[config.mk]
export PLATFORM = sky130hd
export DESIGN_NAME = n_term_loopback_switch_matrix
export DESIGN_NICKNAME = d
export VERILOG_FILES = /design/src/rtl/n_term_sm_pkg.sv /design/src/rtl/term_lfsr16.sv /design/src/rtl/n_term_loopback_switch_matrix.sv
export SDC_FILE = /design/constraint.sdc
export NUM_CORES = 1
export LEC_CHECK = 0
export BUFFER_PORTS_ARGS = -buffer_cell sky130_fd_sc_hd__buf_2
export CELL_PAD_IN_SITES_DETAIL_PLACEMENT = 1
export CELL_PAD_IN_SITES_GLOBAL_PLACEMENT = 1
export CORE_MARGIN = 5
export CORE_UTILIZATION = 40
export CTS_CLUSTER_SIZE = 20
export DETAILED_ROUTE_END_ITERATION = 10
export GPL_TIMING_DRIVEN = 0
export HOLD_SLACK_MARGIN = 0.08
export PLACE_DENSITY = 0.85
export SYNTH_ARGS = -nofsm -noshare
export SYNTH_HDL_FRONTEND = slang
export SYNTH_SLANG_ARGS = --single-unit
[constraint.sdc]
create_clock -name UserCLK -period 1.5 [get_ports UserCLK]
set_input_delay 0.225 -clock UserCLK [delete_from_list [all_inputs] [get_ports UserCLK]]
set_output_delay 0.225 -clock UserCLK [all_outputs]
set_load 0.1 [all_outputs]
[src/rtl/n_term_sm_pkg.sv]
// n_term_sm_pkg: shared modes, widths and LFSR constants for the N-term loopback matrix
package n_term_sm_pkg;
  typedef enum logic [1:0] {PASS = 2'b00, REG = 2'b01, TIE = 2'b10, PAT = 2'b11} mode_e;
  localparam int CFG_W = 8;
  localparam int LFSR_W = 16;
  localparam logic [LFSR_W-1:0] LFSR_TAPS = 16'hB400;
  localparam logic [LFSR_W-1:0] LFSR_DEFAULT_SEED = 16'hACE1;
  function automatic logic mode_bit(mode_e m, logic pass_b, logic reg_b, logic pat_b);
    return m == PASS ? pass_b : m == REG ? reg_b : m == TIE ? 1'b0 : pat_b;
  endfunction
endpackage

[src/rtl/term_lfsr16.sv]
// term_lfsr16: 16-bit Fibonacci LFSR that steps only when advance is high
module term_lfsr16
  import n_term_sm_pkg::*;
#(
  parameter logic [LFSR_W-1:0] SEED = LFSR_DEFAULT_SEED
) (
  input  logic              clk,
  input  logic              resetn,
  input  logic              advance,
  output logic [LFSR_W-1:0] q
);
  always_ff @(posedge clk)
    if (!resetn) q <= SEED;
    else if (advance) q <= {q[LFSR_W-2:0], ^(q & LFSR_TAPS)};
endmodule

[src/rtl/n_term_loopback_switch_matrix.sv]
// n_term_loopback_switch_matrix: loops north wires back south with per-group PASS/REG/TIE/PAT modes
module n_term_loopback_switch_matrix
  import n_term_sm_pkg::*;
#(
  parameter int NUM_SINGLE = 4,
  parameter int NUM_DOUBLE = 8,
  parameter int NUM_QUAD   = 16,
  parameter logic [LFSR_W-1:0] LFSR_SEED = LFSR_DEFAULT_SEED
) (
  input  logic                  UserCLK,
  input  logic                  resetn,
  input  logic [NUM_SINGLE-1:0] N1END,
  input  logic [NUM_DOUBLE-1:0] N2MID,
  input  logic [NUM_DOUBLE-1:0] N2END,
  input  logic [NUM_QUAD-1:0]   N4END,
  output logic [NUM_SINGLE-1:0] S1BEG,
  output logic [NUM_DOUBLE-1:0] S2BEG,
  output logic [NUM_DOUBLE-1:0] S2BEGb,
  output logic [NUM_QUAD-1:0]   S4BEG,
  input  logic                  cfg_en,
  input  logic                  cfg_din,
  input  logic                  cfg_commit,
  output logic                  cfg_dout
);
  logic [CFG_W-1:0] shadow, active;
  logic [NUM_SINGLE-1:0] rev1, pipe1;
  logic [NUM_DOUBLE-1:0] rev2, pipe2, rev2b, pipe2b;
  logic [NUM_QUAD-1:0] rev4, pipe4;
  logic [LFSR_W-1:0] lfsr;
  logic adv;
  mode_e m1, m2, m2b, m4;
  assign m1 = mode_e'(active[1:0]);
  assign m2 = mode_e'(active[3:2]);
  assign m2b = mode_e'(active[5:4]);
  assign m4 = mode_e'(active[7:6]);
  assign adv = m1 == PAT || m2 == PAT || m2b == PAT || m4 == PAT;
  assign cfg_dout = shadow[CFG_W-1];
  // commit reads the pre-shift shadow because both updates are non-blocking
  always_ff @(posedge UserCLK)
    if (!resetn) begin
      shadow <= '0;
      active <= '0;
      pipe1 <= '0;
      pipe2 <= '0;
      pipe2b <= '0;
      pipe4 <= '0;
    end else begin
      if (cfg_en) shadow <= {shadow[CFG_W-2:0], cfg_din};
      if (cfg_commit) active <= shadow;
      pipe1 <= rev1;
      pipe2 <= rev2;
      pipe2b <= rev2b;
      pipe4 <= rev4;
    end
  term_lfsr16 #(.SEED(LFSR_SEED)) u_lfsr (
    .clk(UserCLK), .resetn(resetn), .advance(adv), .q(lfsr)
  );
  for (genvar i = 0; i < NUM_SINGLE; i++) begin : g_s1
    assign rev1[i] = N1END[NUM_SINGLE-1-i];
    assign S1BEG[i] = mode_bit(m1, rev1[i], pipe1[i], lfsr[i % LFSR_W]);
  end
  for (genvar i = 0; i < NUM_DOUBLE; i++) begin : g_s2
    assign rev2[i] = N2MID[NUM_DOUBLE-1-i];
    assign S2BEG[i] = mode_bit(m2, rev2[i], pipe2[i], lfsr[i % LFSR_W]);
  end
  for (genvar i = 0; i < NUM_DOUBLE; i++) begin : g_s2b
    assign rev2b[i] = N2END[NUM_DOUBLE-1-i];
    assign S2BEGb[i] = mode_bit(m2b, rev2b[i], pipe2b[i], lfsr[i % LFSR_W]);
  end
  for (genvar i = 0; i < NUM_QUAD; i++) begin : g_s4
    assign rev4[i] = N4END[NUM_QUAD-1-i];
    assign S4BEG[i] = mode_bit(m4, rev4[i], pipe4[i], lfsr[i % LFSR_W]);
  end
endmodule

Yosys cells after proc, flatten, opt, wreduce, memory -nomap -nowiden

Index checks and enable logic that the tools add are counted.
Widths: inputs -> output; s select.

Register bits after elaboration: 68
Input port bits: 41
Output and inout port bits: 37
Word-level logic and storage cells: 135

Equal/unequal tests: 12
Multiplexer cells: 108
Reduce and logical (&&, ||, !) cells: 8

Operators with widths:

| operator           | count |
|---|---|
| $mux 1             | 108 |
| $eq 2x2->1 const B | 8 |
| $reduce_xor 16->1  | 1 |
| $eq 2x1->1 const B | 4 |
| $logic_not 2->1    | 4 |
| $logic_or 1x1->1   | 3 |

Logic depth before layout (Yosys ltp)

Word-level depth: 4
Depth in mapped cells: 5

By module

From an unflattened synthesis, not the netlist that was laid out.

Cells, all modules: 270
Area total of the unflattened synthesis: 3081.7 µm²

Modules (own cells, without submodules):

| module                        | instances | cells each | area an instance (µm²) |
|---|---|---|---|
| n_term_loopback_switch_matrix | 1         | 216        | 2451.1 |
| term_lfsr16                   | 1         | 54         | 630.6 |

Worst setup path after synthesis

OpenSTA, ideal clock, no wires.

Path kind: reg-to-output
Start: register active[6]
End: output port S4BEG[10]
Data arrival time: 2825 ps
Setup slack: -1550 ps
Cell stages (with the launch flop): 5
Buffers on the path: 2
Path through: dfxtp_1 > buf_6 > buf_4 > mux2i_1 > o21ai_0

Cells in the longest elaborated chain, start to end: 4

Ends and longest elaborated chain:

| element                  | line                                | RTL |
|---|---|---|
| start: declaration       | n_term_loopback_switch_matrix.sv:25 | `logic [CFG_W-1:0] shadow, active;` |
| start signal: assignment | n_term_loopback_switch_matrix.sv:49 | `if (cfg_commit) active <= shadow;` |
| $eq 2x2->1               | n_term_sm_pkg.sv:9                  | `return m == PASS ? pass_b : m == REG ? reg_b : m == TIE ? 1'b0 : pat_b;` |
| $mux 1 (2 in series)     | n_term_sm_pkg.sv:9                  |  |
| $mux 1 (*)               | n_term_sm_pkg.sv:9                  |  |
| end: declaration         | n_term_loopback_switch_matrix.sv:19 | `output logic [NUM_QUAD-1:0] S4BEG,` |

Mark *: on every way between the ends. The rest lies on a longest branch, timed or not.

Final worst setup path

Start: register active[3]
End: output port S2BEG[3]

Cells in the longest elaborated chain, start to end: 4

Ends and longest elaborated chain:

| element              | line                                | RTL |
|---|---|---|
| $eq 2x2->1           | n_term_sm_pkg.sv:9                  |  |
| $mux 1 (2 in series) | n_term_sm_pkg.sv:9                  |  |
| $mux 1 (*)           | n_term_sm_pkg.sv:9                  |  |
| end: declaration     | n_term_loopback_switch_matrix.sv:17 | `output logic [NUM_DOUBLE-1:0] S2BEG,` |

Marked as above.

==> impl_metrics.yaml <==
global_route:
  grt_pass1_wl_mm: 20.7
  grt_overflow: 0
  track_usage_pct: 27.8
  antenna_found_initial: 1
  grt_pass1_vias: 3392
  grt_start_max_net_pins: 12
critical_path:
  critPathRequiredTime_ps: 1270
  critPathKind: "reg2out"
  cp-start-kind: "flip-flop"
  crit_fanout: 5
  cpPeakStageDelay_ps: 410
  crit_chain: "buf_8, mux2_2, a22o_4, buf_12"
  critPathSlowestCell: "dfxtp_4"
  crit_arrival_ps: 1660
  endpoint_kind: "output port"
timing:
  fin_crit_ps: 1890
  setup_slack_ps: -387
  relSlewSlack_pct: 59.9
  slew_viol_final: 0
  worst_slew_pin_slew_ps: 602
  fin_tns_setup_ps: -11350
  rsz0062_at_grt: "true"
  setup-violations-final: 42
  holdWs_ps: 89.9
  hold_violations: 0
  fin_crit_sh_pct: 126
  skew_ps: 14.9
  max_freq_mhz: 530
clocking:
  clkSlewWorstSetupHoldPaths_ps: 80
  ctsHoldBuffers: 0
  cts_sinks: 68
  clockRootBuffer: "clkbuf_8"
  cts_buffer_depth: 2
  clk_latency_ps: 370
  cts_tree: "yes"
  htree_levels: 3
  cts_buffers: 9
finish:
  finish.utilization_pct: 71.5
  final_cell_count_no_fill: 523
  nNetsFinal: 456
  syn_to_final_growth_pct: 74.8
  finish.instance_area_sq_um: 5500
  layout-drive-gt1-share_pct: 55.5
  nFillCells: 717
outcome:
  status: "finished with violations"
  violations: "setup timing"
floorplanning:
  die_area_sq_um: 9740
  dieHeight_um: 98.7
  initial_core_util_pct: 40.9
  core_sq_um: 7690
  die_w_um: 98.7
  placementRows: 32
  io_pins: 78
synthesis:
  ys_top_cells_by_area: "dfxtp_1, mux2i_1, and2_1"
  synth_commonest_cells: "dfxtp_1, nand3_1, and2_1, mux2i_1, o21ai_0"
  synth_ff_type: "dfxtp_1"
  synth_top_cell_area_share_pct: 43.3
  syn_area_per_cell_sq_um: 10.2
  syn_nets: 350
  ys_seq_elements: 68
  yosys_warnings: 0
  synth_cell_types: 23
  yosysMostFrequentCell: "dfxtp_1"
  ys_async_sr_fraction_pct: 0
  syn_inst: 309
  syn-cell-area_sq_um: 3150
  synth_top_area_cell: "dfxtp_1"
  ys_seq_area_share_pct: 43.3
  synth_edf_count: 0
place:
  dpl_worst_slack_ps: -387
  portBuffers: 74
  placed_area_sq_um: 3940
  gp_congestion: 0.799
  dp_hpwl_mm: 6.78
  dp_cells: 485
min_path:
  hp-class: "in2reg"
detailed_routing:
  dr.first_iter.drc_count: 170
  route.detailed.drc: 0
  routed_wl_mm: 15.2
  viasPerCell: 5.84
  drt.antenna.violating_nets: 0
  drt_first_pass_iters: 4
  routedWlPerCell_um: 29.1
  vias: 3052
pwr:
  leakage_nw: 2.25
  ir_drop_uv: 834
  cellPowerDensity_nw_per_um2: 869
  total_power_mw: 4.78
run:
  drv_cap: 0
==> critical path: cells and delay by family (launching register included) <==
family,cells,cell delay (ps)
flops,1,410
mux,1,350
compound gates,1,230
buf+inv,2,300
==> final timing paths <==
path	start	to	depth (start not counted)	slack (ps)
setup / recovery	active[3]	S2BEG[3]	4	-390
hold / removal	N2END[4]	pipe2b[3]	2	90
setup reg to reg	active[1]	u_lfsr.q[10]	6	-70
hold reg to reg	shadow[7]	active[7]	2	530
==> metal layers <==
metal  global-route usage (%)  vias to the layer above  part of all wire [%]
met2                     49.8                      139                    52
met4                     11.8                        0                   3.4
met1                     32.3                     1557                    40
li1                         -                     1322                     -
met3                     5.10                       34                   5.3
met5                        0                        -                     0
==> power by group <==
part,switching (mW),internal [mW]
logic,0.656,0.447
clock network,0.804,0.975
registers,0.0394,1.86
total,1.50,3.28
==> layout by cell type (no fill, tap or decap), drive strengths merged, types with 4 or more instances in the layout <==
cell      n
a21boi    8
a22o     22
and2     36
buf     114
clkbuf   19
dfxtp    68
mux2     20
mux2i    32
nand3    39
nor2      4
nor2b    16
o21ai    31
==> cells by family after synthesis <==
kind of cell / count (synthesis) / synth area share, %
buf+inv: 27 / 5.92
mux: 52 / 17.6
simple gates: 95 / 17.2
flops: 68 / 43.3
compound gates: 64 / 15.2
xor+xnor: 3 / 0.835
==> flip-flops by register name, indices dropped and copies added (netlist names) <==
register,flops
active,8
pipe1,4
pipe2,8
pipe2b,8
pipe4,16
shadow,8
u_lfsr.q,16
==> timing repair <==
action | in CTS | in global routing
cloned | 3 | 3
resized for setup | 228 | 31
setup buffers | 8 | 8
setup endpoints to repair | 36 | 45
pin swaps | 9 | 8
==> layout make-up <==
class	count	area [sq um]	share of cell area (%)
Clock inverter	5	75.1	1.36
Sequential cell	68	1380	25.0
Timing Repair Buffer	96	1180	21.5
Antenna cell	1	2.50	0.0455
Buffer	26	299	5.44
Tap cell	102	128	2.32
Multi-Input combinational cell	214	2290	41.7
Clock buffer	11	141	2.57
Note: power is estimated with default switching activity, not from simulation.
